[config.mk]
export PLATFORM = sky130hd
export DESIGN_NAME = peri_reg_arb
export DESIGN_NICKNAME = d
export VERILOG_FILES = /design/src/rtl/peri_reg_arb.sv
export SDC_FILE = /design/constraint.sdc
export NUM_CORES = 1
export LEC_CHECK = 0
export BUFFER_PORTS_ARGS = -buffer_cell sky130_fd_sc_hd__buf_2
export CORE_MARGIN = 1
export CORE_UTILIZATION = 28
export CTS_CLUSTER_SIZE = 10
export DETAILED_ROUTE_END_ITERATION = 10
export PLACE_DENSITY_LB_ADDON = 0.08
export SYNTH_ARGS = -nofsm -noshare
export SYNTH_HDL_FRONTEND = slang
export SYNTH_SLANG_ARGS = --single-unit
[constraint.sdc]
create_clock -name mclk -period 3.7 [get_ports mclk]
set_clock_uncertainty 0.2 [all_clocks]
set_input_delay 0.37 -clock mclk [delete_from_list [all_inputs] [get_ports mclk]]
set_output_delay 0.37 -clock mclk [all_outputs]
set_load 0.02 [all_outputs]
[src/rtl/peri_reg_arb.sv]
// Two-requester round-robin bridge onto a single peripheral register bus, with a per-transaction timeout.
// Latency: cs sampled in IDLE -> reg_cs next cycle; reg_ack -> requester ack next cycle. Requesters hold cs until their own ack.
module peri_reg_arb #(
    parameter int          TO_CYC   = 255,
    parameter logic [31:0] ERR_DATA = 32'hDEAD_BEEF
) (
    input  logic        mclk,
    input  logic        s_reset,

    input  logic        m0_cs,
    input  logic        m0_wr,
    input  logic [10:0] m0_addr,
    input  logic [31:0] m0_wdata,
    input  logic [3:0]  m0_be,
    output logic [31:0] m0_rdata,
    output logic        m0_ack,

    input  logic        m1_cs,
    input  logic        m1_wr,
    input  logic [10:0] m1_addr,
    input  logic [31:0] m1_wdata,
    input  logic [3:0]  m1_be,
    output logic [31:0] m1_rdata,
    output logic        m1_ack,

    output logic        reg_cs,
    output logic        reg_wr,
    output logic [10:0] reg_addr,
    output logic [31:0] reg_wdata,
    output logic [3:0]  reg_be,
    input  logic [31:0] reg_rdata,
    input  logic        reg_ack,

    input  logic        err_clr,
    output logic        to_err,
    output logic        to_id
);

    localparam logic [7:0] TO_LIM = 8'(TO_CYC);

    typedef enum logic [1:0] {
        IDLE = 2'd0,
        BUSY = 2'd1,
        DONE = 2'd2
    } state_t;

    state_t      state;
    logic [7:0]  cnt;
    logic        ptr;
    logic        gnt_id;

    logic        win;
    logic        win_wr;
    logic [10:0] win_addr;
    logic [31:0] win_wdata;
    logic [3:0]  win_be;
    logic        busy_end;
    logic        timed_out;
    logic [31:0] done_data;

    // Single requester always wins; on contention the pointer decides.
    always_comb begin
        win = 1'b0;
        if (m0_cs && m1_cs) begin
            win = ptr;
        end else if (m1_cs) begin
            win = 1'b1;
        end
    end

    always_comb begin
        win_wr    = m0_wr;
        win_addr  = m0_addr;
        win_wdata = m0_wdata;
        win_be    = m0_be;
        if (win) begin
            win_wr    = m1_wr;
            win_addr  = m1_addr;
            win_wdata = m1_wdata;
            win_be    = m1_be;
        end
    end

    // A real ack in the timeout cycle wins over the timeout.
    always_comb begin
        timed_out = (cnt == TO_LIM) && !reg_ack;
        busy_end  = reg_ack || (cnt == TO_LIM);
        done_data = ERR_DATA;
        if (reg_ack) begin
            done_data = reg_wr ? 32'd0 : reg_rdata;
        end
    end

    always_ff @(posedge mclk) begin
        if (s_reset) begin
            state     <= IDLE;
            cnt       <= 8'd0;
            ptr       <= 1'b0;
            gnt_id    <= 1'b0;
            reg_cs    <= 1'b0;
            reg_wr    <= 1'b0;
            reg_addr  <= 11'd0;
            reg_wdata <= 32'd0;
            reg_be    <= 4'd0;
            m0_ack    <= 1'b0;
            m1_ack    <= 1'b0;
            m0_rdata  <= 32'd0;
            m1_rdata  <= 32'd0;
            to_err    <= 1'b0;
            to_id     <= 1'b0;
        end else begin
            m0_ack <= 1'b0;
            m1_ack <= 1'b0;
            if (err_clr) begin
                to_err <= 1'b0;
            end
            case (state)
                IDLE: begin
                    if (m0_cs || m1_cs) begin
                        state     <= BUSY;
                        gnt_id    <= win;
                        ptr       <= ~win;
                        cnt       <= 8'd1;
                        reg_cs    <= 1'b1;
                        reg_wr    <= win_wr;
                        reg_addr  <= win_addr;
                        reg_wdata <= win_wdata;
                        reg_be    <= win_be;
                    end
                end
                BUSY: begin
                    if (busy_end) begin
                        state  <= DONE;
                        reg_cs <= 1'b0;
                        if (gnt_id) begin
                            m1_ack   <= 1'b1;
                            m1_rdata <= done_data;
                        end else begin
                            m0_ack   <= 1'b1;
                            m0_rdata <= done_data;
                        end
                        if (timed_out) begin
                            to_err <= 1'b1;
                            to_id  <= gnt_id;
                        end
                    end else begin
                        cnt <= cnt + 8'd1;
                    end
                end
                DONE: begin
                    state <= IDLE;
                    cnt   <= 8'd0;
                end
                default: begin
                    state  <= IDLE;
                    reg_cs <= 1'b0;
                end
            endcase
        end
    end

endmodule

==> summary.md, run 1 <==
| Metric | Value |
|---|---|
| CP Max Fanout | `28` |
| VDD IR-drop max | `0.281 mV` |
| Total CTS buffers | `17` |
| Proportion of synthesized area in mux cells | `0.389%` |
| Adder-cell share of the synthesized area | `1.22%` |
| # fillers | `1837` |
| Failing checks | `DRC` |
| Slowest-stage cell, CP | `dlygate4sd3_1` |
| Vias | `5225` |
| Wire per inst | `15.7 um` |
| Postcts setup bufs | `0` |
| Critical-path cell list | `inv_1 > ha_1 > nand2_1 > a21oi_4 > buf_4 > a222oi_1 > dlygate4sd3_1 > nor2_1` |
| Max Transition Viols Final | `0` |
| Final Cell Area | `7560 um2` |
| Worst hold path type | `in2reg` |
| Layout cells sized above 1 | `38.9%` |
| CP Class | `reg2reg` |
| Ys flop type | `dfxtp_1` |
| Number of synthesized flops with an enable pin | `0` |
| Worst Path Arrival | `3030 ps` |
| Setup TNS | `0 ps` |
| Clock tree from TritonCTS | `yes` |
| WL final | `16.6 mm` |
| Core area | `18000 um2` |
| Antenna diodes | `0` |
| CP Launch Type | `flip-flop` |
| Largest net degree at the start of global routing | `90` |
| Vias in the first global route | `4896` |
| Final Hold Vio Count | `0` |
| Mapped cell area | `5150 um2` |
| Period utilization | `78.1%` |
| Clk slew on worst S/H paths | `60 ps` |
| Clock Latency Late Sink | `410 ps` |
| Status | `finished, violations left` |
| Die Y | `138 um` |
| Worst slew margin | `30.7%` |
| Drt first pass iters | `11` |
| Syn Nets | `687` |
| Num Clock Sinks | `129` |
| Layout area overhead | `46.8%` |
| Synth async-reset ratio | `0%` |
| Max frequency | `346 MHz` |
| Post-Syn Instances | `548` |
| Via density | `4.95` |
| FF+latch count, synth | `129` |
| CTS root buffer | `clkbuf_16` |
| Row cnt | `49` |
| Maximum root-to-sink buffer count | `2` |
| Yosys top cell by area | `dfxtp_1` |
| Worst EP required | `3840 ps` |
| DIE AREA | `18900 um2` |
| Most common cell in the synthesized netlist | `dfxtp_1` |
| Maxcap violations | `0` |
| Pwr/cell area | `552 nW/um2` |
| Synth top area share | `50.2%` |
| Post-synthesis xor/xnor area fraction | `0%` |
| Remaining DRCs | `2` |
| Avg Inst Size Synth | `9.39 um2` |
| Ys Warns | `0` |
| Multi-input gate area | `2370 um2` |
| Initial antenna violation count | `1` |
| Die width | `138 um` |
| Slew @ Worst Pin | `1040 ps` |
| Port bufs | `250` |
| Final setup viols | `0` |
| Placed Area | `6580 um2` |
| Unique masters post-synth | `40` |
| Complex-gate fraction of the synthesized area | `22.3%` |
| Main combinational cell family by area after synthesis | `compound AO/OA/AOI/OAI gates` |
| Final core utilization | `42.1%` |
| Global-route wire length before repair | `25.5 mm` |
| NumNets Final | `953` |
| Initial core utilization | `28.7%` |
| Critical Path End Type | `flip-flop` |
| DP HPWL | `11.3 mm` |
| CTS resizes | `0` |
| Register area share after synthesis | `50.2%` |
| Total grt overflow | `0` |
| R2r setup slk | `810 ps` |
| Leak pwr | `0.00347 uW` |
| H-tree levels | `4` |
| RSZ-0062 raised after global routing | `false` |
| Post-synthesis simple-gate area fraction | `21.5%` |
| Fin crit period | `2890 ps` |
| Final Wtd Congestion | `0.752` |
| CP max stage delay | `630 ps` |
| Commonest cells post-synth | `129 x dfxtp_1, 106 x nor2_1, 54 x nand2b_1` |
| GRT Total Usage | `17.6%` |
| Hold buffer count at cts | `29` |
| Sequential Area | `2580 um2` |
| Largest cells by area after synthesis | `dfxtp_1 50%, a222oi_1 9.3%, nor2_1 7.7%` |
| Ports | `251` |
| Initial drt markers | `488` |
| Final ANT Viol Nets | `0` |
-- report_power, final --
part           internal [uW]  switching, uW  leakage [uW]
registers               1490           64.4       0.00105
clock network           1300            632      0.000333
logic                    284            403       0.00209
-- critical path: cells and delay by family (launching register included) --
kind | cells | cell delay, ps
buf+inv | 3 | 1140
compound gates | 2 | 640
flops | 1 | 340
fa+ha+maj | 1 | 280
simple gates | 2 | 220
-- logic make-up (layout without fill, tap and decap cells) --
family,count (synthesis),in the layout
muxes,2,2
AOI/OAI and AO/OA,146,146
buffers and inverters,48,327
DFF,129,129
and+or+nand+nor,218,218
adders and majority gates,5,5
-- metrics by stage --
stage | power (uW) | std cells | setup slack [ps] | hold slack (ps)
4_1_cts | 4230 | 1056 | 861 | 0.160
6_report | 4170 | 1056 | 810 | 20.6
3_5_place_dp | 2240 | 995 | 1210 | 260
5_1_grt | 4370 | 1056 | 648 | 6.73
2_1_floorplan | 1970 | 548 | 1880 | 259
3_3_place_gp | 2230 | 995 | 1320 | 253
-- sequential cells by signal, summed over array words and instances (netlist names) --
name and flops:
m1_rdata 32, reg_addr 11, state 2, reg_cs 1
m1_ack 1, to_err 1, m0_rdata 32, m0_ack 1
ptr 1, to_id 1, cnt 8, reg_be 4
reg_wdata 32, gnt_id 1, reg_wr 1
-- path summary, 6_finish.rpt --
check                                              start                          to  cells past startpoint
worst max-delay path               state[0]$_SDFFE_PP0P_   reg_wdata[8]$_SDFFE_PP0P_                      8
worst min-delay path                        m1_wdata[27]  reg_wdata[27]$_SDFFE_PP0P_                      3
worst max register to register     state[0]$_SDFFE_PP0P_   reg_wdata[8]$_SDFFE_PP0P_                      8
worst min register to register  m0_rdata[5]$_SDFFE_PP0P_    m0_rdata[5]$_SDFFE_PP0P_                      2
-- layer usage --
layer / wire, um / track usage [%]
met1: 7090 / 21.5
met2: 7850 / 29.0
met3: 1470 / 5.30
met4: 193 / 6.59
met5: 13 / 0
-- layout by cell type, fill, tap and decap left out, types with 17 or more instances in the layout --
master / instances
nor2_1: 106
nor2b_1: 27
dlygate4sd3_1: 29
buf_2: 249
a222oi_1: 48
a21oi_2: 21
nand2b_1: 54
dfxtp_1: 129
clkbuf_16: 17
a21oi_1: 37
-- final cells by class --
type	instances	share of cell area (%)
Sequential cell	129	34.2
Multi-Input combinational cell	371	31.4
Timing Repair Buffer	287	21.2
Clock buffer	19	5.99
Tap cell	229	3.79
Clock inverter	13	3.08
Inverter	8	0.397
Note: power is estimated with default switching activity, not from simulation.
==> inputs of run 2 (changes only) <==
==> constraint.sdc (replaced) <==
create_clock -name mclk -period 3 [get_ports mclk]
set_clock_uncertainty 0.2 [all_clocks]
set_input_delay 0.3 -clock mclk [delete_from_list [all_inputs] [get_ports mclk]]
set_output_delay 0.3 -clock mclk [all_outputs]
set_load 0.02 [all_outputs]
==> summary.md, run 2 (same netlist as run 1, synthesis figures left out) <==
| Metric | Value |
|---|---|
| Status | `complete, no violations` |
| Hold depth | `4` |
| DIE AREA | `18900 um2` |
| Core area | `18000 um2` |
| Remaining DRCs | `0` |
| Port bufs | `250` |
| Maximum root-to-sink buffer count | `2` |
| Worst hold path type | `in2reg` |
| Setup TNS | `0 ps` |
| Layout cells sized above 1 | `35.8%` |
| CP Launch Type | `flip-flop` |
| Total grt overflow | `0` |
| Reg2reg end | `reg_wdata[26]$_SDFFE_PP0P_` |
| Critical Path End Type | `flip-flop` |
| CP Class | `reg2reg` |
| Initial drt markers | `378` |
| Max frequency | `381 MHz` |
| H-tree levels | `4` |
| Layout area overhead | `59.4%` |
| RSZ-0062 raised after global routing | `false` |
| CTS root buffer | `clkbuf_16` |
| Worst slew margin | `51.3%` |
| Initial antenna violation count | `2` |
| Die Y | `138 um` |
| Ports | `251` |
| # fillers | `1738` |
| Die width | `138 um` |
| Commonest cells after routing, fill and taps aside | `249 x buf_2, 129 x dfxtp_1, 106 x nor2_1` |
| Vias | `5543` |
| Critical-path cell list | `inv_1 > ha_1 > nand2_1 > a21oi_4 > buf_4 > a222oi_1 > dlygate4sd3_1 > nor2_1` |
| Total CTS buffers | `17` |
| Maxcap violations | `0` |
| Row cnt | `49` |
| Vias in the first global route | `5258` |
| CTS resizes | `0` |
| Worst Hold Launch | `err_clr` |
| Period utilization | `87.6%` |
| Leak pwr | `0.00369 uW` |
| Largest net degree at the start of global routing | `77` |
| VDD IR-drop max | `0.358 mV` |
| Slew @ Worst Pin | `730 ps` |
| Worst Path Arrival | `2700 ps` |
| Initial core utilization | `28.7%` |
| Slowest-stage cell, CP | `dlygate4sd3_1` |
| Final Hold Vio Count | `0` |
| Global-route wire length before repair | `26.1 mm` |
| Worst Hold Path EP | `to_err$_SDFF_PP0_` |
| Wire per inst | `15.3 um` |
| FF-to-FF Start | `state[0]$_SDFFE_PP0P_` |
| CP max stage delay | `630 ps` |
| Num Clock Sinks | `129` |
| Via density | `4.89` |
| Cells on worst reg2reg path | `8` |
| NumNets Final | `1029` |
| Pwr/cell area | `603 nW/um2` |
| Drt first pass iters | `8` |
| Final setup viols | `0` |
| CP Max Fanout | `47` |
| WL final | `17.3 mm` |
| DP HPWL | `11.0 mm` |
| GRT Total Usage | `18.0%` |
| Clock Latency Late Sink | `410 ps` |
| Max Transition Viols Final | `0` |
| Final ANT Viol Nets | `0` |
| Postcts setup bufs | `0` |
| Tot Pwr | `4950 uW` |
| Clock tree from TritonCTS | `yes` |
| Commonest non-fill, non-tap cell in the layout | `buf_2` |
| Clk slew on worst S/H paths | `60 ps` |
| Final Wtd Congestion | `0.766` |
| Hold buffer count at cts | `104` |
| Worst EP required | `3070 ps` |
| Fin crit period | `2630 ps` |
| Biggest registers after layout | `m0_rdata: 32 flops, m1_rdata: 32 flops, reg_wdata: 32 flops` |
| R2r setup slk | `370 ps` |
## run 2: cell types whose count changed in the layout (fill, tap and decap cells not counted)
| cell | before | now |
|---|---|---|
| buf_4 | 9 | 10 |
| bufinv_16 | 6 | 2 |
| clkbuf_8 | 2 | 0 |
| clkinv_2 | 2 | 7 |
| clkinv_4 | 4 | 2 |
| clkinvlp_4 | 1 | 3 |
| diode_2 | 0 | 1 |
| dlygate4sd3_1 | 29 | 104 |
| inv_6 | 0 | 1 |
## run 2: worst max path at each step
stage	start	end	slack, ps	depth (start not counted)
after floorplan	cnt[0]$_SDFFE_PP0P_	m1_rdata[10]$_SDFFE_PP0P_	1180	7
after global placement	state[1]$_SDFFE_PP0P_	m0_rdata[28]$_SDFFE_PP0P_	820	5
after detailed placement	state[1]$_SDFFE_PP0P_	m0_rdata[1]$_SDFFE_PP0P_	740	5
after CTS	state[0]$_SDFFE_PP0P_	reg_addr[5]$_SDFFE_PP0P_	420	8
after global routing	state[0]$_SDFFE_PP0P_	reg_wdata[15]$_SDFFE_PP0P_	230	8
final	state[0]$_SDFFE_PP0P_	reg_wdata[26]$_SDFFE_PP0P_	370	8
## run 2: where the power goes
| part | internal [uW] | switching (uW) |
|---|---|---|
| clock | 1220 | 789 |
| sequential | 1840 | 76.8 |
| combinational | 497 | 533 |
| total | 3550 | 1400 |
## run 2: routing by layer
metal	up-vias	share of wire, %	GRT usage, %
met4	2	2.0	6.65
li1	2673	-	-
met1	2602	41	20.7
met3	22	7.5	5.37
met5	-	0.058	0
met2	244	49	31.1
## run 2: stage by stage
stage                     hold WS (ps)  worst slack (ps)  instance area (um2)  utilization [%]  cells
after floorplan                    226              1180                 5150                -    548
after global placement             252               820                 6590             36.7    996
after detailed placement           254               744                 6590             36.7    996
after CTS                         9.45               420                 8200             45.7   1132
after global routing              48.8               228                 8200             45.7   1133
final                             27.9               373                 8200             45.7   1133
## run 2: layout make-up
type / count / area (um2) / share of cell area (%)
antenna: 1 / 2.50 / 0.0305
clock buffer: 17 / 425 / 5.19
clock inverter: 15 / 144 / 1.75
inverter: 8 / 30.0 / 0.366
multi-input combinational: 371 / 2370 / 28.9
sequential: 129 / 2580 / 31.5
tap: 229 / 287 / 3.49
timing repair buffer: 363 / 2360 / 28.8
## run 2: worst max-delay path: cells and delay by family, from the launching register on
family / cells / cell delay [ps]
buf+inv: 3 / 980
compound gates: 2 / 450
flops: 1 / 380
fa+ha+maj: 1 / 270
simple gates: 2 / 180
==> inputs of run 3 (changes only) <==
--- a/config.mk
+++ b/config.mk
@@ -5,9 +5,12 @@
 export SDC_FILE = /design/constraint.sdc
 export NUM_CORES = 1
 export LEC_CHECK = 0
+export ABC_AREA = 1
 export BUFFER_PORTS_ARGS = -buffer_cell sky130_fd_sc_hd__buf_2
+export CELL_PAD_IN_SITES_DETAIL_PLACEMENT = 0
+export CELL_PAD_IN_SITES_GLOBAL_PLACEMENT = 2
 export CORE_MARGIN = 1
-export CORE_UTILIZATION = 28
+export CORE_UTILIZATION = 25
 export CTS_CLUSTER_SIZE = 10
 export DETAILED_ROUTE_END_ITERATION = 10
 export PLACE_DENSITY_LB_ADDON = 0.08
==> summary.md, run 3 <==
| Metric | Value |
|---|---|
| Status | `finished, violations left` |
| Failing checks | `DRC` |
| Unique masters post-synth | `30` |
| Synth async-reset ratio | `0%` |
| Initial drt markers | `330` |
| NumNets Final | `1241` |
| Worst slew margin | `53.9%` |
| Fin crit period | `2610 ps` |
| Total grt overflow | `0` |
| Maxcap violations | `0` |
| Vias in the first global route | `6385` |
| Leak pwr | `0.00406 uW` |
| Max frequency | `382 MHz` |
| Core area | `22000 um2` |
| Hold depth | `5` |
| DP HPWL | `13.1 mm` |
| Port bufs | `250` |
| Worst hold path type | `in2reg` |
| Inst Count DP | `1266` |
| CP Class | `reg2reg` |
| Layout cells sized above 1 | `28.0%` |
| FF-to-FF Start | `state[0]$_SDFFE_PP0P_` |
| Ports | `251` |
| Synth top area share | `45.5%` |
| Commonest cells after routing, fill and taps aside | `249 x buf_2, 245 x nand2_1, 129 x dfxtp_1` |
| CP Launch Type | `flip-flop` |
| Commonest cells post-synth | `245 x nand2_1, 129 x dfxtp_1, 77 x a21oi_1` |
| Num Clock Sinks | `129` |
| Maximum root-to-sink buffer count | `2` |
| Avg Inst Size Synth | `7.23 um2` |
| CTS root buffer | `clkbuf_16` |
| Setup TNS | `0 ps` |
| Initial core utilization | `25.8%` |
| Clk slew on worst S/H paths | `60 ps` |
| Cells on worst reg2reg path | `10` |
| H-tree levels | `4` |
| Commonest non-fill, non-tap cell in the layout | `buf_2` |
| Most common cell in the synthesized netlist | `nand2_1` |
| Largest cells by area after synthesis | `dfxtp_1 45%, nand2_1 16%, nand4_1 7.1%` |
| Die Y | `153 um` |
| Worst EP required | `3150 ps` |
| VDD IR-drop max | `0.306 mV` |
| Worst Path Arrival | `2760 ps` |
| Global-route wire length before repair | `33.9 mm` |
| Clock Latency Late Sink | `420 ps` |
| Via density | `4.53` |
| Ys flop type | `dfxtp_1` |
| Row cnt | `54` |
| Syn Nets | `924` |
| Final setup viols | `0` |
| CTS resizes | `0` |
| Pwr/cell area | `588 nW/um2` |
| Number of synthesized flops with an enable pin | `0` |
| Final ANT Viol Nets | `0` |
| Post-Syn Instances | `785` |
| Layout area overhead | `52.8%` |
| Worst Hold Launch | `reg_rdata[24]` |
| Biggest registers after layout | `m0_rdata: 32 flops, m1_rdata: 32 flops, reg_wdata: 32 flops` |
| GRT Total Usage | `18.2%` |
| Period utilization | `87.2%` |
| Clock tree from TritonCTS | `yes` |
| Mapped cell area | `5680 um2` |
| Reg2reg end | `reg_wdata[23]$_SDFFE_PP0P_` |
| Slew @ Worst Pin | `691 ps` |
| Worst Hold Path EP | `m0_rdata[24]$_SDFFE_PP0P_` |
| Wire per inst | `15.0 um` |
| WL final | `21.0 mm` |
| Critical Path End Type | `flip-flop` |
| CP Max Fanout | `49` |
| Ys Warns | `0` |
| FF+latch count, synth | `129` |
| RSZ-0062 raised after global routing | `false` |
| Initial antenna violation count | `4` |
| Largest net degree at the start of global routing | `112` |
| Yosys top cell by area | `dfxtp_1` |
| Max Transition Viols Final | `0` |
| R2r setup slk | `390 ps` |
| Final Hold Vio Count | `0` |
| Register area share after synthesis | `45.5%` |
| Remaining DRCs | `17` |
| Die width | `153 um` |
| Final Wtd Congestion | `0.742` |
| Total CTS buffers | `17` |
| Postcts setup bufs | `0` |
| DIE AREA | `23300 um2` |
| Vias | `6325` |
| Drt first pass iters | `8` |
| Fin cells | `1397` |
run 3: cell families (layout without fill, tap and decap cells):
logic type	Yosys count	count (layout)	share of synthesized area [%]
buffers and inverters	129	459	10.1
other	0	2	0
AOI/OAI and AO/OA	148	148	14.3
DFF	129	129	45.5
adders and majority gates	5	5	1.10
and+or+nand+nor	374	374	29.0
run 3: how the worst max path moves through the flow:
stage	from	end	slack (ps)	depth (start not counted)
4_1_cts	state[1]$_SDFFE_PP0P_	reg_addr[1]$_SDFFE_PP0P_	340	12
3_3_place_gp	cnt[0]$_SDFFE_PP0P_	cnt[6]$_SDFFE_PP0P_	710	10
2_1_floorplan	state[0]$_SDFFE_PP0P_	reg_addr[0]$_SDFFE_PP0P_	1280	9
5_1_grt	state[1]$_SDFFE_PP0P_	reg_wdata[31]$_SDFFE_PP0P_	90	12
3_5_place_dp	cnt[0]$_SDFFE_PP0P_	cnt[6]$_SDFFE_PP0P_	670	10
6_report	state[0]$_SDFFE_PP0P_	reg_wdata[23]$_SDFFE_PP0P_	390	10
run 3: critical path: stages (launching register included):
cell and delay (ps):
dfxtp_1 340, inv_1 90, ha_1 150, inv_1 100, a21oi_4 200, inv_2 70
nor2_4 70, buf_4 460, nand2_1 110, a31oi_1 150, dlygate4sd3_1 570
run 3: what timing repair did:
| action | CTS | global route |
|---|---|---|
| hold endpoints to repair | 49 | 0 |
| hold buffers | 97 | 0 |
| endpoints found under the setup margin | 0 | 0 |
run 3: per-layer routing:
metal / GRT usage (%) / part of all wire [%]
met1: 21.8 / 44
met2: 30.7 / 48
met5: 0 / 0.038
met4: 7.50 / 1.1
met3: 4.98 / 6.5
run 3: layout make-up:
class                           instances  area (um2)
Clock buffer                           17         425
Timing Repair Buffer                  361        2350
Inverter                               66         248
Sequential cell                       129        2580
Tap cell                              280         350
Fill cell                            2355       13300
Clock inverter                         15         184
Multi-Input combinational cell        527        2530
Antenna cell                            2        5.00
run 3: power by group:
group	internal [uW]	switching [uW]
combinational	421	623
clock	1320	848
sequential	1830	63.3
run 3: through the flow:
| step | util, % | hold slack, ps | worst slack [ps] | cell area, um2 | total power, uW |
|---|---|---|---|---|---|
| finish | 39.4 | 56.4 | 385 | 8680 | 5100 |
| global route | 39.4 | 71.2 | 87.8 | 8680 | 5370 |
| CTS | 39.4 | 26.3 | 337 | 8670 | 5180 |
| detailed placement | 32.2 | 249 | 667 | 7090 | 2830 |
| global placement | 32.2 | 248 | 707 | 7090 | 2840 |
| floorplan | - | 257 | 1280 | 5680 | 2490 |
